$ cat src/rtl/gcd_binary_engine.sv
// gcd_binary_engine: binary (Stein) GCD with valid/ready handshakes, abort and iteration count
module gcd_binary_engine #(
  parameter int NBITS = 32
) (
  input  logic                              clk,
  input  logic                              reset_n,
  input  logic                              in_valid,
  output logic                              in_ready,
  input  logic [NBITS-1:0]                  a_in,
  input  logic [NBITS-1:0]                  b_in,
  input  logic                              abort,
  output logic                              out_valid,
  input  logic                              out_ready,
  output logic [NBITS-1:0]                  result,
  output logic [$clog2(2*NBITS+2)-1:0]      cycles
);
  localparam int CNT_W = $clog2(2*NBITS+2);
  localparam int K_W   = $clog2(NBITS+1);
  typedef enum logic [1:0] {IDLE, RUN, DONE} state_t;
  state_t r_state, w_next;
  logic [NBITS-1:0] r_a, r_b, r_result, w_diff;
  logic [K_W-1:0]   r_k;
  logic [CNT_W-1:0] r_cnt, r_cycles;
  logic w_a_zero, w_b_zero, w_a_even, w_b_even, w_a_ge_b, w_fin, w_step;
  assign w_a_zero = r_a == '0;
  assign w_b_zero = r_b == '0;
  assign w_a_even = ~r_a[0];
  assign w_b_even = ~r_b[0];
  assign w_a_ge_b = r_a >= r_b;
  // subtract smaller from larger so the difference is never negative
  assign w_diff   = w_a_ge_b ? r_a - r_b : r_b - r_a;
  assign w_fin    = w_a_zero | w_b_zero;
  assign w_step   = r_state == RUN && !abort;
  always_ff @(posedge clk or negedge reset_n)
    if (!reset_n) r_state <= IDLE;
    else          r_state <= w_next;
  always_comb begin
    w_next = r_state;
    case (r_state)
      IDLE:    w_next = in_valid ? RUN : IDLE;
      RUN:     w_next = abort ? IDLE : (w_fin ? DONE : RUN);
      DONE:    w_next = (abort || out_ready) ? IDLE : DONE;
      default: w_next = IDLE;
    endcase
  end
  always_comb begin
    in_ready  = r_state == IDLE;
    out_valid = r_state == DONE;
    result    = r_result;
    cycles    = r_cycles;
  end
  always_ff @(posedge clk or negedge reset_n)
    if (!reset_n) begin
      r_a      <= '0;
      r_b      <= '0;
      r_k      <= '0;
      r_cnt    <= '0;
      r_result <= '0;
      r_cycles <= '0;
    end else if (r_state == IDLE && in_valid) begin
      r_a   <= a_in;
      r_b   <= b_in;
      r_k   <= '0;
      r_cnt <= '0;
    end else if (w_step) begin
      r_cnt <= r_cnt + CNT_W'(1);
      if (w_a_zero) begin
        r_result <= r_b << r_k;
        r_cycles <= r_cnt + CNT_W'(1);
      end else if (w_b_zero) begin
        r_result <= r_a << r_k;
        r_cycles <= r_cnt + CNT_W'(1);
      end else if (w_a_even && w_b_even) begin
        r_a <= r_a >> 1;
        r_b <= r_b >> 1;
        r_k <= r_k + K_W'(1);
      end else if (w_a_even) r_a <= r_a >> 1;
      else if (w_b_even)     r_b <= r_b >> 1;
      else if (w_a_ge_b)     r_a <= w_diff >> 1;
      else                   r_b <= w_diff >> 1;
    end
endmodule
$ cat config.mk
export PLATFORM = sky130hd
export DESIGN_NAME = gcd_binary_engine
export DESIGN_NICKNAME = d
export VERILOG_FILES = /design/src/rtl/gcd_binary_engine.sv
export SDC_FILE = /design/constraint.sdc
export NUM_CORES = 1
export LEC_CHECK = 0
export BUFFER_PORTS_ARGS = -buffer_cell sky130_fd_sc_hd__buf_4
export CORE_MARGIN = 2
export CORE_UTILIZATION = 57
export CTS_CLUSTER_DIAMETER = 100
export DETAILED_ROUTE_END_ITERATION = 8
export PLACE_DENSITY = 0.76
export SYNTH_ARGS = -nofsm -noshare
export SYNTH_HDL_FRONTEND = slang
export SYNTH_SLANG_ARGS = --single-unit
$ cat constraint.sdc
create_clock -name clk -period 3.8 [get_ports clk]
set_input_delay 1.14 -clock clk [delete_from_list [all_inputs] [get_ports clk]]
set_output_delay 1.14 -clock clk [all_outputs]
set_load 0.05 [all_outputs]
==> results by group, run 1 <==
Outcome
  • Run status: finished, final reports clean

STA
  • Post-route setup TNS: 0 ps
  • Final clock period utilization by the worst path: 0.9392
  • Pin slew with the least headroom to its limit: 981.0 ps
  • Number of failing hold endpoints at the final stage: 0
  • RSZ-0062 raised after global routing: no
  • Final critical path time including I/O delays and setup: 3569 ps
  • Final max-slew violation count: 0
  • Achievable Freq: between 0.2 and 0.3 GHz
  • # setup viols final: 0
  • Worst clock skew on the final layout: 15.80 ps
  • Slew Limit Headroom: 0.3460

Yosys
  • Proportion of register bits with asynchronous set or reset after synthesis: 1.000
  • Seq cells post-synth: 118
  • Number of warning messages in the yosys log: 0
  • Nets in the synthesized netlist: between 1,000 and 1,500
  • Count of different cell masters after synthesis: 79
  • Post-synthesis instance total: 1,310
  • Syn Std Cell Area: approximately 0.011 mm²
  • Number of enable flip-flop cells after synthesis: 0
  • Share of synthesized area occupied by flip-flops and latches: 0.2695
  • Average cell area after synthesis: 8.364 µm²
  • Primary flip-flop cell chosen by synthesis mapping: sky130_fd_sc_hd__dfrtp_1

Placement
  • Post-DP Area: 0.01205 mm²
  • HPWL after detailed placement: 28.15 mm
  • Placed insts: about 1,600
  • IO Port Bufs: 109
  • Final weighted congestion in routability-driven placement: about 1.1

Die
  • Starting utilization of the core area: 0.5838
  • Die boundary height: 142.6 µm
  • Overall die width: 142.6 µm
  • Number of placed I/O pins: 110
  • Core Footprint: 0.01877 mm²
  • Die Footprint: 0.02035 mm²
  • FP Rows: 50

Pwr
  • Sw frac: 0.5274
  • Combinational share of power: 0.710
  • Maximum vdd drop: 0.0006253 V
  • Leakage: ~5.6 nW
  • Power density over the cells: 1141 mW/mm²
  • Overall power of the completed layout: 14.54 mW
  • Internal Power: 6.873 mW
  • Clock share of power: 0.130
  • Share of power burned in registers: 0.160
  • Switch Pwr: 7.670 mW

Clock tree
  • Clock tree from TritonCTS: done
  • Clock root cell: sky130_fd_sc_hd__clkbuf_16
  • CTS H-Tree Depth: 4
  • Number of clock buffers inserted by TritonCTS: 17
  • Cts hold-fix bufs: 0
  • Clock latency reported for the late side of the worst-skew pair: 430 ps
  • Largest buffer count on any clock path: 2
  • Clock tree sinks: ~120
  • Clock input transition at the sequential cells of the worst setup and hold paths: approximately 60 ps

Setup path
  • CP arrival: 3870 ps
  • Category of the worst setup path capture point: flip-flop
  • Maximum fanout along the worst path: 10
  • Critical path startpoint category: flip-flop
  • CP Data Required Time: 4100 ps
  • Crit Path Category: flip-flop to flip-flop

Global route
  • Number of antenna violations at the first check in global routing: 0
  • Maximum number of pins on one net before global-route repair: 65
  • Vias in the first global route: roughly 11,000
  • Total track usage: 0.3719
  • Wire length of the first global-routing pass: 58.92 mm
  • Overflow left after global routing: 0

Cells and area
  • Fin nets: 1,530
  • Number of antenna cells inserted: 0
  • Layout overhead on the synthesized area: 16.36%
  • Layout Utilization: 0.6793
  • Number of filler instances in the final layout: 1,600
  • Cell area after layout: 0.01275 mm²
  • Cell Count, Final, Fillers Out: between 1,500 and 2,000
  • Share of final-layout standard cells stronger than drive strength 1: 0.1788

Hold path
  • Class of the tightest hold or removal check: flip-flop to flip-flop

Drt
  • Post-route DRC: 0
  • Average vias per placed instance: 6.754
  • Count of nets left with antenna violations after detail routing: 0
  • Mean routed wirelength per cell: 22.89 µm
  • 1st-iter DRT viols: 1,096
  • Vias after detailed routing: between 10,000 and 15,000
  • Final WL: around 37 mm
  • Count of TritonRoute iterations in the first routing pass: 5

Flow run
  • Number of maximum-capacitance violations: 0
-- stage by stage --
| step | setup WS (ps) | hold WS (ps) |
|---|---|---|
| finish | 231.1 | 473.5 |
| global route | 3.937 | 509.3 |
| CTS | 246.8 | 480.6 |
| detailed placement | 263.1 | 468.1 |
| global placement | 304.6 | 461.8 |
| floorplan | 711.9 | 471.2 |
-- logic make-up after synthesis --
kind of cell               synth area share
muxes                               0.09273
AOI/OAI and AO/OA                    0.3023
adders and majority gates           0.08016
DFF                                  0.2695
and+or+nand+nor                      0.1342
buffers and inverters               0.06840
xor gates and xnor gates            0.05276
-- final timing paths --
check	startpoint	to	slack, ps	depth (start not counted)
hold / removal	result[21]	result[21]	470	2
setup / recovery	r_a[2]	r_a[23]	230	11
setup reg to reg	r_a[2]	r_a[23]	230	11
hold reg to reg	result[21]	result[21]	470	2
max in group asynchronous	reset_n	result[13]	2370	2
min in group asynchronous	reset_n	cycles[6]	750	1
-- synthesized netlist by cell type (34+ instances only) --
cell | count | area [µm²]
sky130_fd_sc_hd__o21ai_0 | 120 | 600.6
sky130_fd_sc_hd__o22ai_1 | 43 | 269.0
sky130_fd_sc_hd__a221oi_1 | 34 | 297.8
sky130_fd_sc_hd__mux2i_1 | 65 | 650.6
sky130_fd_sc_hd__a21oi_1 | 118 | 590.6
sky130_fd_sc_hd__ha_1 | 67 | 838.3
sky130_fd_sc_hd__inv_1 | 73 | 274.0
sky130_fd_sc_hd__dfrtp_1 | 118 | 2953
sky130_fd_sc_hd__nand2_1 | 107 | 401.6
sky130_fd_sc_hd__xnor2_1 | 37 | 324.1
sky130_fd_sc_hd__clkbuf_1 | 53 | 198.9
sky130_fd_sc_hd__nor2_1 | 59 | 221.5
-- critical path: stages (launching register included) --
cell and delay, ps:
sky130_fd_sc_hd__dfrtp_1 450, sky130_fd_sc_hd__inv_1 100, sky130_fd_sc_hd__ha_1 430, sky130_fd_sc_hd__nor2b_1 220, sky130_fd_sc_hd__o31ai_4 240, sky130_fd_sc_hd__a211oi_2 140
sky130_fd_sc_hd__or4b_2 690, sky130_fd_sc_hd__a31oi_1 390, sky130_fd_sc_hd__o21bai_1 150, sky130_fd_sc_hd__xnor2_1 140, sky130_fd_sc_hd__a221oi_1 340, sky130_fd_sc_hd__o22ai_1 140
-- flip-flops by register name, indices dropped and copies added (netlist names) --
register,flops
r_cnt,7
r_state,2
r_b,32
result,32
cycles,7
r_a,32
r_k,6
-- power by group through the flow --
stage,clock network (mW),registers (mW),logic [mW]
after CTS,1.89,2.28,10.0
final,1.89,2.33,10.3
after floorplan,0,1.99,7.46
after global routing,1.95,2.36,11.1
after global placement,0,2.28,9.89
after detailed placement,0,2.30,9.92
-- per-layer routing --
metal  routed length [µm]  track usage  up-vias
li1                     -            -     5057
met1                16280       0.5155     5322
met2                16810       0.5868      579
met3                 3050      0.06304      105
met4                 1352       0.1344        0
met5                    0            0        -
-- placed cells by master (no fill, tap or decap), types with 43 or more instances in the layout --
cell,n
sky130_fd_sc_hd__a21oi_1,117
sky130_fd_sc_hd__buf_4,154
sky130_fd_sc_hd__dfrtp_1,117
sky130_fd_sc_hd__ha_1,67
sky130_fd_sc_hd__inv_1,73
sky130_fd_sc_hd__mux2i_1,65
sky130_fd_sc_hd__nand2_1,106
sky130_fd_sc_hd__nor2_1,59
sky130_fd_sc_hd__o21ai_0,120
sky130_fd_sc_hd__o22ai_1,43
-- area by class of cell --
class                           count  area (µm²)  area share
Multi-Input combinational cell   1021        7293      0.5720
Tap cell                          234       292.8     0.02296
Clock buffer                       17       425.4     0.03337
Clock inverter                     14       247.7     0.01943
Sequential cell                   118        2954      0.2317
Inverter                           74       277.8     0.02179
Timing Repair Buffer              160        1259     0.09872
-- timing repair --
action                     4_1_cts  5_1_grt
setup buffers                    0        0
resized for setup                0        5
setup endpoints to repair        0       20
No activity file was read; power rests on OpenSTA's default activity.
==> inputs of run 2 (changes only) <==
==> constraint.sdc (replaced) <==
create_clock -name clk -period 3.8 [get_ports clk]
set_input_delay 0.38 -clock clk [delete_from_list [all_inputs] [get_ports clk]]
set_output_delay 0.38 -clock clk [all_outputs]
set_load 0.05 [all_outputs]
==> run 2 against run 1 <==
Design area down 0.56%; via count up 0.71%; first-iteration DRC count up 7.8%; global-route usage up 0.86 points; critical path depth unchanged.
==> results by group, run 2 (same netlist as run 1, synthesis figures left out) <==
STA
  • Final clock period utilization by the worst path: 0.9455
  • Post-route setup TNS: 0 ps
  • # setup viols final: 0
  • Final max-slew violation count: 0
  • Pin slew with the least headroom to its limit: roughly 1100 ps
  • Hold_ws: 35.47 ps
  • Final critical path time including I/O delays and setup: ~3600 ps
  • Number of failing hold endpoints at the final stage: 0
  • Worst clock skew on the final layout: 10.50 ps
  • Achievable Freq: approximately 0.28 GHz
  • Slew Limit Headroom: 0.2816
  • RSZ-0062 raised after global routing: no

Pwr
  • Clock share of power: 0.118
  • Share of power burned in registers: 0.161
  • Leakage: 5.612 nW
  • Power density over the cells: ~1100 mW/mm²
  • Combinational share of power: 0.721
  • Maximum vdd drop: around 0.0006 V
  • Internal Power: 6.677 mW
  • Sw frac: 0.5370
  • Switch Pwr: 7.743 mW

Drt
  • Detailed-route wire length on metal 1: between 15 and 20 mm
  • Met3 routed WL: 3.576 mm
  • 1st-iter DRT viols: 1,182
  • Top sig layer: met4
  • Vias after detailed routing: between 10,000 and 15,000
  • Final WL: 38.29 mm
  • Average vias per placed instance: 6.773
  • Count of nets left with antenna violations after detail routing: 0
  • Mean routed wirelength per cell: approximately 23 µm
  • Amount of wire on met2 after detailed routing: 16.65 mm
  • Post-route DRC: 0
  • Count of TritonRoute iterations in the first routing pass: 6

Outcome
  • Run status: finished, final reports clean

Setup path
  • Critical path startpoint category: flip-flop
  • CP Data Required Time: 4100 ps
  • Category of the worst setup path capture point: flip-flop
  • Crit Path Category: flip-flop to flip-flop
  • Maximum fanout along the worst path: 12
  • CP arrival: 3900 ps

Die
  • Die Footprint: 0.02035 mm²
  • Starting utilization of the core area: 0.5838
  • FP Rows: 50
  • Die boundary height: 142.6 µm
  • Number of placed I/O pins: 110
  • Overall die width: 142.6 µm
  • Core Footprint: approximately 0.019 mm²

Placement
  • IO Port Bufs: ~110
  • HPWL after detailed placement: approximately 29 mm
  • Final weighted congestion in routability-driven placement: 0.9984

Cells and area
  • Number of filler instances in the final layout: 1,590
  • Commonest cells after routing, fill and taps aside: 163 x sky130_fd_sc_hd__buf_4, 120 x sky130_fd_sc_hd__o21ai_0, 118 x sky130_fd_sc_hd__a21oi_1, 117 x sky130_fd_sc_hd__dfrtp_1, 106 x sky130_fd_sc_hd__nand2_1
  • Fin nets: about 1,500
  • Most common cell after layout, fill and taps aside: sky130_fd_sc_hd__buf_4
  • Share of final-layout standard cells stronger than drive strength 1: 0.1807
  • Layout overhead on the synthesized area: 15.71%
  • Number of antenna cells inserted: 0

Global route
  • Wire length of the first global-routing pass: around 60 mm
  • Maximum number of pins on one net before global-route repair: 65
  • Overflow left after global routing: 0
  • Vias in the first global route: 10,600
  • Number of antenna violations at the first check in global routing: 0
  • Total track usage: 0.3805

Clock tree
  • Clock tree from TritonCTS: done
  • Clock input transition at the sequential cells of the worst setup and hold paths: 70 ps
  • Clock tree sinks: 118
  • Cts hold-fix bufs: 0
  • Clock root cell: sky130_fd_sc_hd__clkbuf_16
  • Number of clock buffers inserted by TritonCTS: 17
  • Clock latency reported for the late side of the worst-skew pair: 430 ps
  • Largest buffer count on any clock path: 2
  • CTS H-Tree Depth: 4

Hold path
  • Class of the tightest hold or removal check: input pin to async pin

Flow run
  • Number of maximum-capacitance violations: 0
run 2: layer usage:
metal,vias up,track usage
li1,5057,-
met1,5341,0.5447
met2,641,0.5668
met3,102,0.06707
met4,0,0.1600
met5,-,0
run 2: worst max-delay path, cell delays in order, from the launching register on:
cell                       delay, ps
sky130_fd_sc_hd__dfrtp_1         440
sky130_fd_sc_hd__inv_1            90
sky130_fd_sc_hd__ha_1            550
sky130_fd_sc_hd__nand3_1         210
sky130_fd_sc_hd__nor2_1          150
sky130_fd_sc_hd__o31a_1          160
sky130_fd_sc_hd__o22ai_1         160
sky130_fd_sc_hd__o311ai_1        950
sky130_fd_sc_hd__a21oi_1         200
sky130_fd_sc_hd__xnor2_1         170
sky130_fd_sc_hd__a221oi_1        260
sky130_fd_sc_hd__o22ai_1         120
run 2: path summary, 6_finish.rpt:
check	from	endpoint	slack, ps	depth (start not counted)
worst max-delay path	r_a[7]	r_a[24]	210	11
worst min-delay path	reset_n	cycles[5]	40	1
worst max register to register	r_a[7]	r_a[24]	210	11
worst min register to register	result[13]	result[13]	480	2
max in group asynchronous	reset_n	result[27]	2820	2
min in group clk	out_ready	r_state[1]	120	2
run 2: what timing repair did:
item                                    4_1_cts  5_1_grt
gates resized for setup                       0        2
endpoints found under the setup margin        0       17
setup buffers                                 0        0
run 2: final cells by class:
class	count	area (µm²)	area share
Clock inverter	14	167.7	0.01322
Inverter	74	277.8	0.02191
Multi-Input combinational cell	1021	7282	0.5744
Clock buffer	18	429.2	0.03385
Timing Repair Buffer	166	1275	0.1006
Sequential cell	118	2954	0.2330
Tap cell	234	292.8	0.02309
run 2: per-stage QoR:
stage	total power, mW	setup WS [ps]	cell area [µm²]	utilization	cells
floorplan	9.446	711.9	10960	-	1310
global placement	12.34	265.9	12070	0.6433	1613
detailed placement	12.33	205.9	12070	0.6433	1613
CTS	14.08	158.3	12670	0.6751	1645
global route	15.32	41.45	12680	0.6755	1645
finish	14.42	207.0	12680	0.6755	1645
run 2: power by group through the flow:
stage	sequential [mW]	combinational, mW	clock, mW
detailed placement	2.29	10.0	0
finish	2.32	10.4	1.70
CTS	2.27	10.1	1.70
floorplan	1.99	7.46	0
global placement	2.28	10.1	0
global route	2.35	11.2	1.76
==> inputs of run 3 (changes only) <==
Settings changed: CTS_BUF_LIST from default to sky130_fd_sc_hd__clkbuf_4 sky130_fd_sc_hd__clkbuf_8.
==> run 3 against run 2 <==
The flow now finishes with violations (hold timing); register-to-register slack about the same; sequential cell count unchanged; via count down 0.32%; die area unchanged; combinational power about the same; design area down 1.5%; critical path depth unchanged; non-clock buffer count unchanged; largest cell class unchanged; clock power down 25%.
==> results by group, run 3 (same netlist as run 1, synthesis figures left out) <==
Outcome
  • Run status: complete, but fails checks
  • Violated checks: hold timing

Cells and area
  • Layout Utilization: 0.6655
  • Fin nets: around 1,500
  • Share of final-layout standard cells stronger than drive strength 1: 0.1814
  • Area occupied by multi-input gates: ~0.0073 mm²
  • Cell area after layout: 0.01249 mm²
  • Number of filler instances in the final layout: 1,626
  • Commonest cells after routing, fill and taps aside: 163 x sky130_fd_sc_hd__buf_4, 120 x sky130_fd_sc_hd__o21ai_0, 118 x sky130_fd_sc_hd__a21oi_1, 117 x sky130_fd_sc_hd__dfrtp_1, 106 x sky130_fd_sc_hd__nand2_1
  • Number of antenna cells inserted: 0
  • Layout overhead on the synthesized area: 14.00%
  • Combined flip-flop and latch cell area: around 0.0030 mm²
  • Most common cell after layout, fill and taps aside: sky130_fd_sc_hd__buf_4
  • Cell Count, Final, Fillers Out: approximately 1,600

Placement
  • Final weighted congestion in routability-driven placement: roughly 1.0
  • Post-DP Area: 0.01207 mm²
  • HPWL after detailed placement: 28.67 mm
  • Worst slack after detailed placement: 205.9 ps
  • IO Port Bufs: 109
  • Placed insts: 1,613

Clock tree
  • Clock latency reported for the late side of the worst-skew pair: ~480 ps
  • Clock tree from TritonCTS: done
  • Clock input transition at the sequential cells of the worst setup and hold paths: 90 ps
  • Clock root cell: sky130_fd_sc_hd__clkbuf_8
  • CTS H-Tree Depth: 4
  • Largest buffer count on any clock path: 2
  • Number of clock buffers inserted by TritonCTS: 17
  • Cts hold-fix bufs: 0
  • Clock tree sinks: about 120

Setup path
  • Worst Reg2Reg Path Length in Cells: 11
  • Critical path cell sequence: inv_1 -> ha_1 -> nand3_1 -> nor2_1 -> o31a_1 -> o22ai_1 -> o311ai_1 -> a21oi_1 -> xnor2_1 -> a221oi_1 -> o22ai_1
  • Critical Path Slowest Stage Cell: sky130_fd_sc_hd__o311ai_1
  • Maximum fanout along the worst path: 12
  • Category of the worst setup path capture point: flip-flop
  • Critical register-to-register path endpoint: r_a[24]
  • Delay of the slowest cell on the worst path: 970 ps
  • CP arrival: 3950 ps
  • Reg2Reg Setup Slack: a little over 200 ps
  • Crit Path Category: flip-flop to flip-flop
  • Crit-path most repeated cell: sky130_fd_sc_hd__o22ai_1
  • CP Data Required Time: a little over 4000 ps
  • Critical path startpoint category: flip-flop
  • Worst reg2reg path startpoint: r_a[7]

STA
  • Final max-slew violation count: 0
  • Final critical path time including I/O delays and setup: 3594 ps
  • Final clock period utilization by the worst path: 0.9458
  • Setup ws final: between 200 and 250 ps
  • Slew Limit Headroom: 0.2578
  • Achievable Freq: around 0.28 GHz
  • RSZ-0062 raised after global routing: no
  • # setup viols final: 0
  • Post-route setup TNS: 0 ps
  • Pin slew with the least headroom to its limit: between 1000 and 1500 ps
  • Number of failing hold endpoints at the final stage: 12
  • Hold_ws: -7.344 ps
  • Worst clock skew on the final layout: 19.83 ps

Global route
  • Wire length of the first global-routing pass: 59.68 mm
  • Total track usage: 0.3791
  • Maximum number of pins on one net before global-route repair: 65
  • Overflow left after global routing: 0
  • Vias in the first global route: 10,650
  • Number of antenna violations at the first check in global routing: 0

Flow run
  • Number of maximum-capacitance violations: 0

Pwr
  • Power density over the cells: 1119 mW/mm²
  • Maximum vdd drop: approximately 0.00060 V
  • Leakage: 5.528 nW
  • Overall power of the completed layout: 13.98 mW

Drt
  • Vias after detailed routing: 11,110
  • Count of nets left with antenna violations after detail routing: 0
  • Post-route DRC: 0
  • Count of TritonRoute iterations in the first routing pass: 6
  • Average vias per placed instance: 6.751
  • Final WL: 38.18 mm
  • Mean routed wirelength per cell: 23.21 µm
  • 1st-iter DRT viols: between 900 and 1,000

Die
  • Overall die width: 142.6 µm
  • Starting utilization of the core area: 0.5838
  • Number of placed I/O pins: 110
  • Die boundary height: 142.6 µm
  • FP Rows: 50
  • Die Footprint: 0.02035 mm²
  • Core Footprint: 0.01877 mm²

Hold path
  • Class of the tightest hold or removal check: input pin to async pin
## run 3: critical path: cells and delay by family, from the launching register on
family	cells	cell delay, ps
and+or+nand+nor	2	360
xor gates and xnor gates	1	170
adders and majority gates	1	550
DFF	1	450
AOI/OAI and AO/OA	6	1860
buffers and inverters	1	90
## run 3: report_power, final
part           switching [mW]  leakage (nW)  internal [mW]  total, mW
registers               0.713          1.54           1.60       2.32
clock network           0.662         0.203          0.611       1.27
logic                    6.31          3.79           4.08       10.4
## run 3: worst max path at each step
| stage | startpoint | slack (ps) | endpoint | cells after the start |
|---|---|---|---|---|
| 2_1_floorplan | r_a[0] | 710 | r_b[7] | 14 |
| 3_3_place_gp | r_a[22] | 270 | r_a[28] | 11 |
| 5_1_grt | r_a[7] | 40 | r_b[1] | 13 |
| 4_1_cts | r_b[0] | 150 | r_a[13] | 12 |
| 6_report | r_a[7] | 210 | r_a[24] | 11 |
| 3_5_place_dp | r_a[22] | 210 | r_a[13] | 11 |
## run 3: layout make-up
class / count / area share
Clock buffer: 18 / 0.01933
Clock inverter: 14 / 0.01342
Inverter: 74 / 0.02224
Multi-Input combinational cell: 1021 / 0.5830
Sequential cell: 118 / 0.2365
Tap cell: 234 / 0.02344
Timing Repair Buffer: 166 / 0.1021
## run 3: timing repair
| item | 4_1_cts | 5_1_grt |
|---|---|---|
| hold endpoints to repair | 0 | 0 |
| buffers inserted | 0 | 0 |
| gates resized for setup | 0 | 2 |
| setup endpoints to repair | 0 | 17 |
## run 3: per-layer routing
layer  track usage  part of all wire  up-vias  routed length (µm)
met2        0.5524              0.42      643               16220
met3       0.07579             0.094      126                3586
li1              -                 -     5056                   -
met4        0.1829             0.043        0                1639
met5             0                 0        -                   0
met1        0.5379              0.44     5280               16730
